<file path="src/rtl/pwm_ramp_sequencer.sv">
// Duty ramp controller for the 8-bit PWM core.
// Tracks the core's period so duty/width changes land on period boundaries.
module pwm_ramp_sequencer (
  input  logic       clk,
  input  logic       rst,
  input  logic       start,
  input  logic       abort,
  input  logic [7:0] target_duty,
  input  logic [3:0] step,
  input  logic [7:0] hold,
  input  logic [2:0] bits_cfg,
  output logic [7:0] duty_out,
  output logic [2:0] bits_out,
  output logic       period_tick,
  output logic       busy,
  output logic       done
);

  typedef enum logic [1:0] {
    IDLE,
    ALIGN,
    RAMP
  } state_t;

  state_t     state_q, state_d;
  logic [7:0] pcnt_q, pcnt_d;
  logic [7:0] duty_d;
  logic [2:0] bits_d;
  logic [7:0] hcnt_q, hcnt_d;
  logic [7:0] tgt_q, tgt_d;
  logic [3:0] step_q, step_d;
  logic [7:0] hold_q, hold_d;
  logic [2:0] bcfg_q, bcfg_d;
  logic       done_d;

  logic       up;
  logic [8:0] diff;
  logic [7:0] stepped;
  logic [7:0] next_duty;

  assign period_tick = (pcnt_q == (8'd1 << bits_out));
  assign busy        = (state_q != IDLE);

  // Saturate to target when the remaining distance fits in one step
  always_comb begin
    up        = (tgt_q > duty_out);
    diff      = up ? ({1'b0, tgt_q} - {1'b0, duty_out})
                   : ({1'b0, duty_out} - {1'b0, tgt_q});
    stepped   = up ? (duty_out + {4'd0, step_q})
                   : (duty_out - {4'd0, step_q});
    next_duty = (diff <= {5'd0, step_q}) ? tgt_q : stepped;
  end

  always_comb begin
    state_d = state_q;
    pcnt_d  = period_tick ? 8'd0 : pcnt_q + 8'd1;
    duty_d  = duty_out;
    bits_d  = bits_out;
    hcnt_d  = hcnt_q;
    tgt_d   = tgt_q;
    step_d  = step_q;
    hold_d  = hold_q;
    bcfg_d  = bcfg_q;
    done_d  = 1'b0;
    unique case (state_q)
      IDLE: begin
        if (start && !abort) begin
          tgt_d   = target_duty;
          step_d  = (step == 4'd0) ? 4'd1 : step;
          hold_d  = (hold == 8'd0) ? 8'd1 : hold;
          bcfg_d  = bits_cfg;
          state_d = ALIGN;
        end
      end
      ALIGN: begin
        if (abort) begin
          state_d = IDLE;
        end else if (period_tick) begin
          bits_d = bcfg_q;
          hcnt_d = hold_q;
          if (duty_out == tgt_q) begin
            state_d = IDLE;
            done_d  = 1'b1;
          end else begin
            state_d = RAMP;
          end
        end
      end
      RAMP: begin
        if (abort) begin
          state_d = IDLE;
        end else if (period_tick) begin
          if (hcnt_q <= 8'd1) begin
            duty_d = next_duty;
            hcnt_d = hold_q;
            if (next_duty == tgt_q) begin
              state_d = IDLE;
              done_d  = 1'b1;
            end
          end else begin
            hcnt_d = hcnt_q - 8'd1;
          end
        end
      end
      default: state_d = IDLE;
    endcase
  end

  always_ff @(posedge clk or posedge rst) begin
    if (rst) begin
      state_q  <= IDLE;
      pcnt_q   <= 8'd0;
      duty_out <= 8'd0;
      bits_out <= 3'd0;
      hcnt_q   <= 8'd0;
      tgt_q    <= 8'd0;
      step_q   <= 4'd0;
      hold_q   <= 8'd0;
      bcfg_q   <= 3'd0;
      done     <= 1'b0;
    end else begin
      state_q  <= state_d;
      pcnt_q   <= pcnt_d;
      duty_out <= duty_d;
      bits_out <= bits_d;
      hcnt_q   <= hcnt_d;
      tgt_q    <= tgt_d;
      step_q   <= step_d;
      hold_q   <= hold_d;
      bcfg_q   <= bcfg_d;
      done     <= done_d;
    end
  end

endmodule

</file>
<file path="config.mk">
export PLATFORM = sky130hd
export DESIGN_NAME = pwm_ramp_sequencer
export DESIGN_NICKNAME = d
export VERILOG_FILES = /design/src/rtl/pwm_ramp_sequencer.sv
export SDC_FILE = /design/constraint.sdc
export NUM_CORES = 1
export LEC_CHECK = 0
export BUFFER_PORTS_ARGS = -buffer_cell sky130_fd_sc_hd__buf_4
export CAP_MARGIN = 20
export CORE_MARGIN = 2
export CORE_UTILIZATION = 40
export CTS_CLUSTER_SIZE = 20
export DETAILED_ROUTE_END_ITERATION = 10
export SLEW_MARGIN = 40
export SYNTH_ARGS = -nofsm -noshare
export SYNTH_HDL_FRONTEND = slang
export SYNTH_SLANG_ARGS = --single-unit
export TNS_END_PERCENT = 50
</file>
<file path="constraint.sdc">
create_clock -name clk -period 6.1 [get_ports clk]
set_input_delay 0.305 -clock clk [delete_from_list [all_inputs] [get_ports clk]]
set_output_delay 0.305 -clock clk [all_outputs]
set_load 0.005 [all_outputs]
</file>
# ---- Word-level counts from Yosys, hierarchy flattened
# Cells that the tools add are included.
# W data, S select, Z words.
dict set report op_classes {
  addsub 6
  order_cmp 3
  eq_ne 14
  shifts 1
  mux 29
  bitwise_logic 1
  reduce_logical 12
}
# operator n
set ops {}
lappend ops {{$mux W8} 9}
lappend ops {{$eq A8 B8 Y1} 3}
lappend ops {{$sub A8 B8 Y9} 2}
lappend ops {{$mux W2} 8}
lappend ops {{$pmux W8 S2} 1}
lappend ops {{$ne A3 B3 Y1 const B} 4}
lappend ops {{$ne A2 B2 Y1 const B} 5}
lappend ops {{$reduce_and A5 Y1} 2}
lappend ops {{$le A9 B4 Y1} 1}
lappend ops {{$mux W9} 1}
lappend ops {{$add A8 B1 Y8 const B} 1}
lappend ops {{$add A8 B4 Y8} 1}
lappend ops {{$gt A8 B8 Y1} 1}
lappend ops {{$le A8 B1 Y1 const B} 1}
lappend ops {{$logic_not A8 Y1} 1}
lappend ops {{$shl A1 B3 Y8 const A} 1}
lappend ops {{$sub A8 B1 Y8 const B} 1}
lappend ops {{$sub A8 B4 Y8} 1}
lappend ops {{$mux W1} 7}
lappend ops {{$pmux W2 S3} 1}
lappend ops {{$logic_not A4 Y1} 1}
lappend ops {{$mux W4} 1}
lappend ops {{$reduce_and A4 Y1} 1}
lappend ops {{$reduce_bool A2 Y1} 2}
lappend ops {{other kinds (9)} 9}
dict set report word_totals {
  regBits 53
  input_bits 27
  output_inout_bits 14
  word_cells 76
}

# ---- Longest topological paths before layout
dict set report depth {
  ltp_word 10
  mapped_depth 20
  ltp_nobuf 18
}

# ---- Worst setup path after synthesis
# Ideal clock, no wire load.
dict set report synth_timing {
  kind {register to register}
  from {reg duty_out[1]}
  to {reg state_q[0]}
  setup_ps 137
  arrival_ps 3896
  required_ps 5963
  path_slack_ps 2067
  path_stages_with_launch 18
  path_buffers 1
  cell_sequence {dfrtp_1 -> inv_1 -> ha_1 -> nor2b_1 -> o21ai_1 -> a21bo_1 -> a21o_1 -> buf_2 -> mux2i_1 -> ha_1 -> a21o_1 -> a21o_1 -> a31oi_1 -> o2bb2ai_1 -> xnor3_1 -> nor4_1 -> o41ai_2 -> mux2i_1}
}
dict set report synth_via {
  elab_chain_len 7
  elab_cells_between_ends 12
  cone_classes {add/sub (4); order compare (2); eq/ne (2); mux (3); reduce/logical (1)}
}
# item line
set synth_lines {}
lappend synth_lines {{from (decl)} 12} ;# output logic [7:0] duty_out,
lappend synth_lines {{from (signal assigned)} 124} ;# duty_out <= duty_d;
lappend synth_lines {{$sub A8 B8 Y9 (tied with other cells)} 48} ;# : ({1'b0, duty_out} - {1'b0, tgt_q});
lappend synth_lines {{$mux W9} 47} ;# diff = up ? ({1'b0, tgt_q} - {1'b0, duty_out})
lappend synth_lines {{$le A9 B4 Y1} 51} ;# next_duty = (diff <= {5'd0, step_q}) ? tgt_q : stepped;
lappend synth_lines {{$mux W8 (*)} 51}
lappend synth_lines {{$eq A8 B8 Y1 (*)} 96} ;# if (next_duty == tgt_q) begin
lappend synth_lines {{$ne A3 B3 Y1 (no source line) (*)} -}
lappend synth_lines {{$reduce_and A5 Y1 (no source line) (*)} -}
lappend synth_lines {{to (signal assigned)} 122} ;# state_q <= state_d;
lappend synth_lines {{to (decl)} 25} ;# state_t state_q, state_d;
# Every way passes the cells marked *; elsewhere a longest branch is shown, timed or not.
# A chain may end at the register's enable or synchronous reset.

# ---- Worst setup path in the final report
dict set report layout_timing {
  from {reg duty_out[5]}
  to {reg state_q[0]}
}
# Same word-level chain as after synthesis.

==> results.ini <==
[clock_tree]
cts-buffers-inserted = 5
ctsResizeCount = 0
cts_root_buffer = clkbuf_8
cts_hold_repair.buffers = 0
clk_latency_ns = 0.31
clock-sinks = 53
post_cts_buffers = 0
cts_tree = done
clkTransAtPathRegs_ns = 0.10
cts_max_level = 2
cts_buffer_depth = 2

[worst_setup_path]
cp_cell_sequence = inv_1 -> ha_1 -> and3_1 -> and4_1 -> a21o_1 -> mux2i_1 -> ha_1 -> a21o_1 -> a21o_1 -> a31oi_1 -> o2bb2ai_1 -> xnor3_1 -> nor4_1 -> o41ai_2 -> mux2i_1
worstPathMaxFanout = 12
critPathSlowestCell = ha_1
cp_num_buf_inv = 1
cpPeakStageDelay_ns = 0.52
critPathMostFrequentCell = a21o_1
cp-end-kind = register
cp-start-kind = register
path_delay_family = compound AO/OA/AOI/OAI gates
arrival_ns = 5.01
crit_type = reg -> reg
cp.required_ns = 6.28

[sta]
setup_viol = 0
layout_setup_ws_ns = 1.27
hold_viol = 0
period_needed_ns = 4.83
slew_headroom_pct = 54.5
rsz0062_at_grt = no
fin_skew_ns = 0.0119
final_max_slew_viol_count = 0
timing.hold.ws_ns = 0.176
finalCritPeriodShare_pct = 79.3
tightest_slew_ns = 0.683
finalSetupTns_ns = 0
fmaxAchievable_mhz = 207

[synth]
synth_xor_area_share_pct = 5.67
synth_flop_cell = dfrtp_1
synth_compound_area_share_pct = 15.6
synth_fa_ha_area_share_pct = 12.4
synth_area_per_cell_um2 = 9.18
syn_area_um2 = 4100
synth_edf_count = 0
syn_inst = 447
ys_warn_count = 0
netlist_top_cells_count = dfrtp_1 (53), nor2_1 (38), ha_1 (35)
ys_seq_area_share_pct = 32.3
synth-simple-area-share_pct = 17.1
syn-num-nets = 512
yosys.cell_count.top_type = dfrtp_1
synth_top_area_cell = dfrtp_1
synthArstFlopShare_pct = 100
synth_top_family_by_area = simple AND/OR/NAND/NOR gates
synth_top_area_share_pct = 32.3
synth_cell_types = 64
synth_seq_cells = 53
synthTopCellsByArea = dfrtp_1 (32%), ha_1 (11%), mux2_2 (6.0%)
synth.area.mux_share_pct = 11.7

[routing]
vias = 3362
vias_per_cell = 5.48
wl_per_cell_um = 15.5
drcViolationCount = 0
ant_nets = 0
dr.pass1.iters = 4
drt_iter0_drc = 192
routed_wl_um = 9480

[floorplan]
start_util_pct = 41.6
die_y_um = 105
die_area_um2 = 11100
rows = 36
core_um2 = 9860
ios = 41
die-width_um = 105

[cells_and_area]
area_delta_synth_final_pct = 12.9
final_core_util_pct = 47.0
num-fill-cells = 960
drive_above_1_share_pct = 17.9
num_antenna_cells = 0
nets = 544

[global_route]
grt_pass1_vias = 3210
track_usage_pct = 17.6
antenna_found_initial = 0
grt_max_degree = 54
grt_pass1_wl_um = 16000
grt-ovfl-total = 0

[placement]
hpwl_um = 7190
place.gp.congestion = 0.843
post-place-ws_ns = 1.37
io_buffers = 40

[worst_hold_path]
hold_path_class = in -> async

[job]
maxCapViolations = 0

[outcome]
status = finished clean

path summary, 6_finish.rpt:
kind | slack (ns) | cells past startpoint | start | end
worst max-delay path | 1.27 | 15 | duty_out[5] | state_q[0]
worst min-delay path | 0.18 | 3 | rst | hold_q[3]
worst max register to register | 1.27 | 15 | duty_out[5] | state_q[0]
worst min register to register | 0.50 | 2 | hold_q[0] | hold_q[0]
max in group asynchronous | 5.46 | 3 | rst | duty_out[0]
min in group clk | 0.22 | 2 | target_duty[7] | tgt_q[7]
state kept, by name, indices dropped and copies added, names as in the netlist:
register  cells
duty_out      8
state_q       2
hold_q        8
bcfg_q        3
step_q        4
pcnt_q        8
done          1
hcnt_q        8
bits_out      3
tgt_q         8
cell usage in the layout, fill, tap and decap left out, types with 3 or more instances in the layout:
cell | Yosys | final
o21ai_0 | 13 | 13
mux2_2 | 22 | 22
nand3_1 | 13 | 13
fa_1 | 3 | 3
xor2_1 | 9 | 9
mux2_1 | 3 | 3
a22o_1 | 6 | 6
inv_1 | 33 | 32
ha_1 | 35 | 35
nor3b_1 | 5 | 5
buf_4 | 0 | 42
or3_1 | 3 | 3
a21oi_1 | 25 | 25
nor4_1 | 6 | 6
and3_1 | 7 | 7
dfrtp_1 | 53 | 53
nor2_1 | 38 | 38
nand2_1 | 23 | 23
a21o_1 | 7 | 7
xnor2_1 | 15 | 15
mux2i_1 | 17 | 17
clkbuf_8 | 0 | 6
nand2b_1 | 6 | 6
nor2b_1 | 8 | 7
nor3_1 | 17 | 17
o21ai_1 | 13 | 13
logic make-up after synthesis:
kind of cell / count (synthesis)
simple gates: 139
compound gates: 95
flops: 53
buf+inv: 52
mux: 44
fa+ha+maj: 39
xor+xnor: 25
worst register-to-register path, stage by stage, from the launching register on:
cell	delay, ns
dfrtp_1	0.45
inv_1	0.07
ha_1	0.52
and3_1	0.25
and4_1	0.28
a21o_1	0.44
mux2i_1	0.40
ha_1	0.30
a21o_1	0.16
a21o_1	0.24
a31oi_1	0.27
o2bb2ai_1	0.25
xnor3_1	0.38
nor4_1	0.39
o41ai_2	0.16
mux2i_1	0.15
stage by stage:
step	cells	area [µm²]
after floorplan	447	4100
after global placement	604	4500
after detailed placement	605	4520
after CTS	613	4630
after global routing	613	4630
final	613	4630
layout make-up:
cell class / count / area, µm² / share of cell area, %
Clock buffer: 7 / 86.3 / 1.86
Multi-Input combinational cell: 342 / 2570 / 55.5
Tap cell: 133 / 166 / 3.59
Clock inverter: 1 / 30.0 / 0.648
Timing Repair Buffer: 43 / 327 / 7.05
Inverter: 34 / 128 / 2.75
Sequential cell: 53 / 1330 / 28.6
layer usage:
| metal | up-vias | track usage [%] | part of all wire (%) |
|---|---|---|---|
| li1 | 1649 | - | - |
| met1 | 1617 | 25.6 | 50 |
| met2 | 85 | 27.7 | 45 |
| met3 | 11 | 2.23 | 3.9 |
| met4 | 0 | 3.90 | 1.2 |
| met5 | - | 0 | 0 |
Power is not shown: default switching activity piles up to over one toggle a cycle in this logic, so the estimate is an artifact.
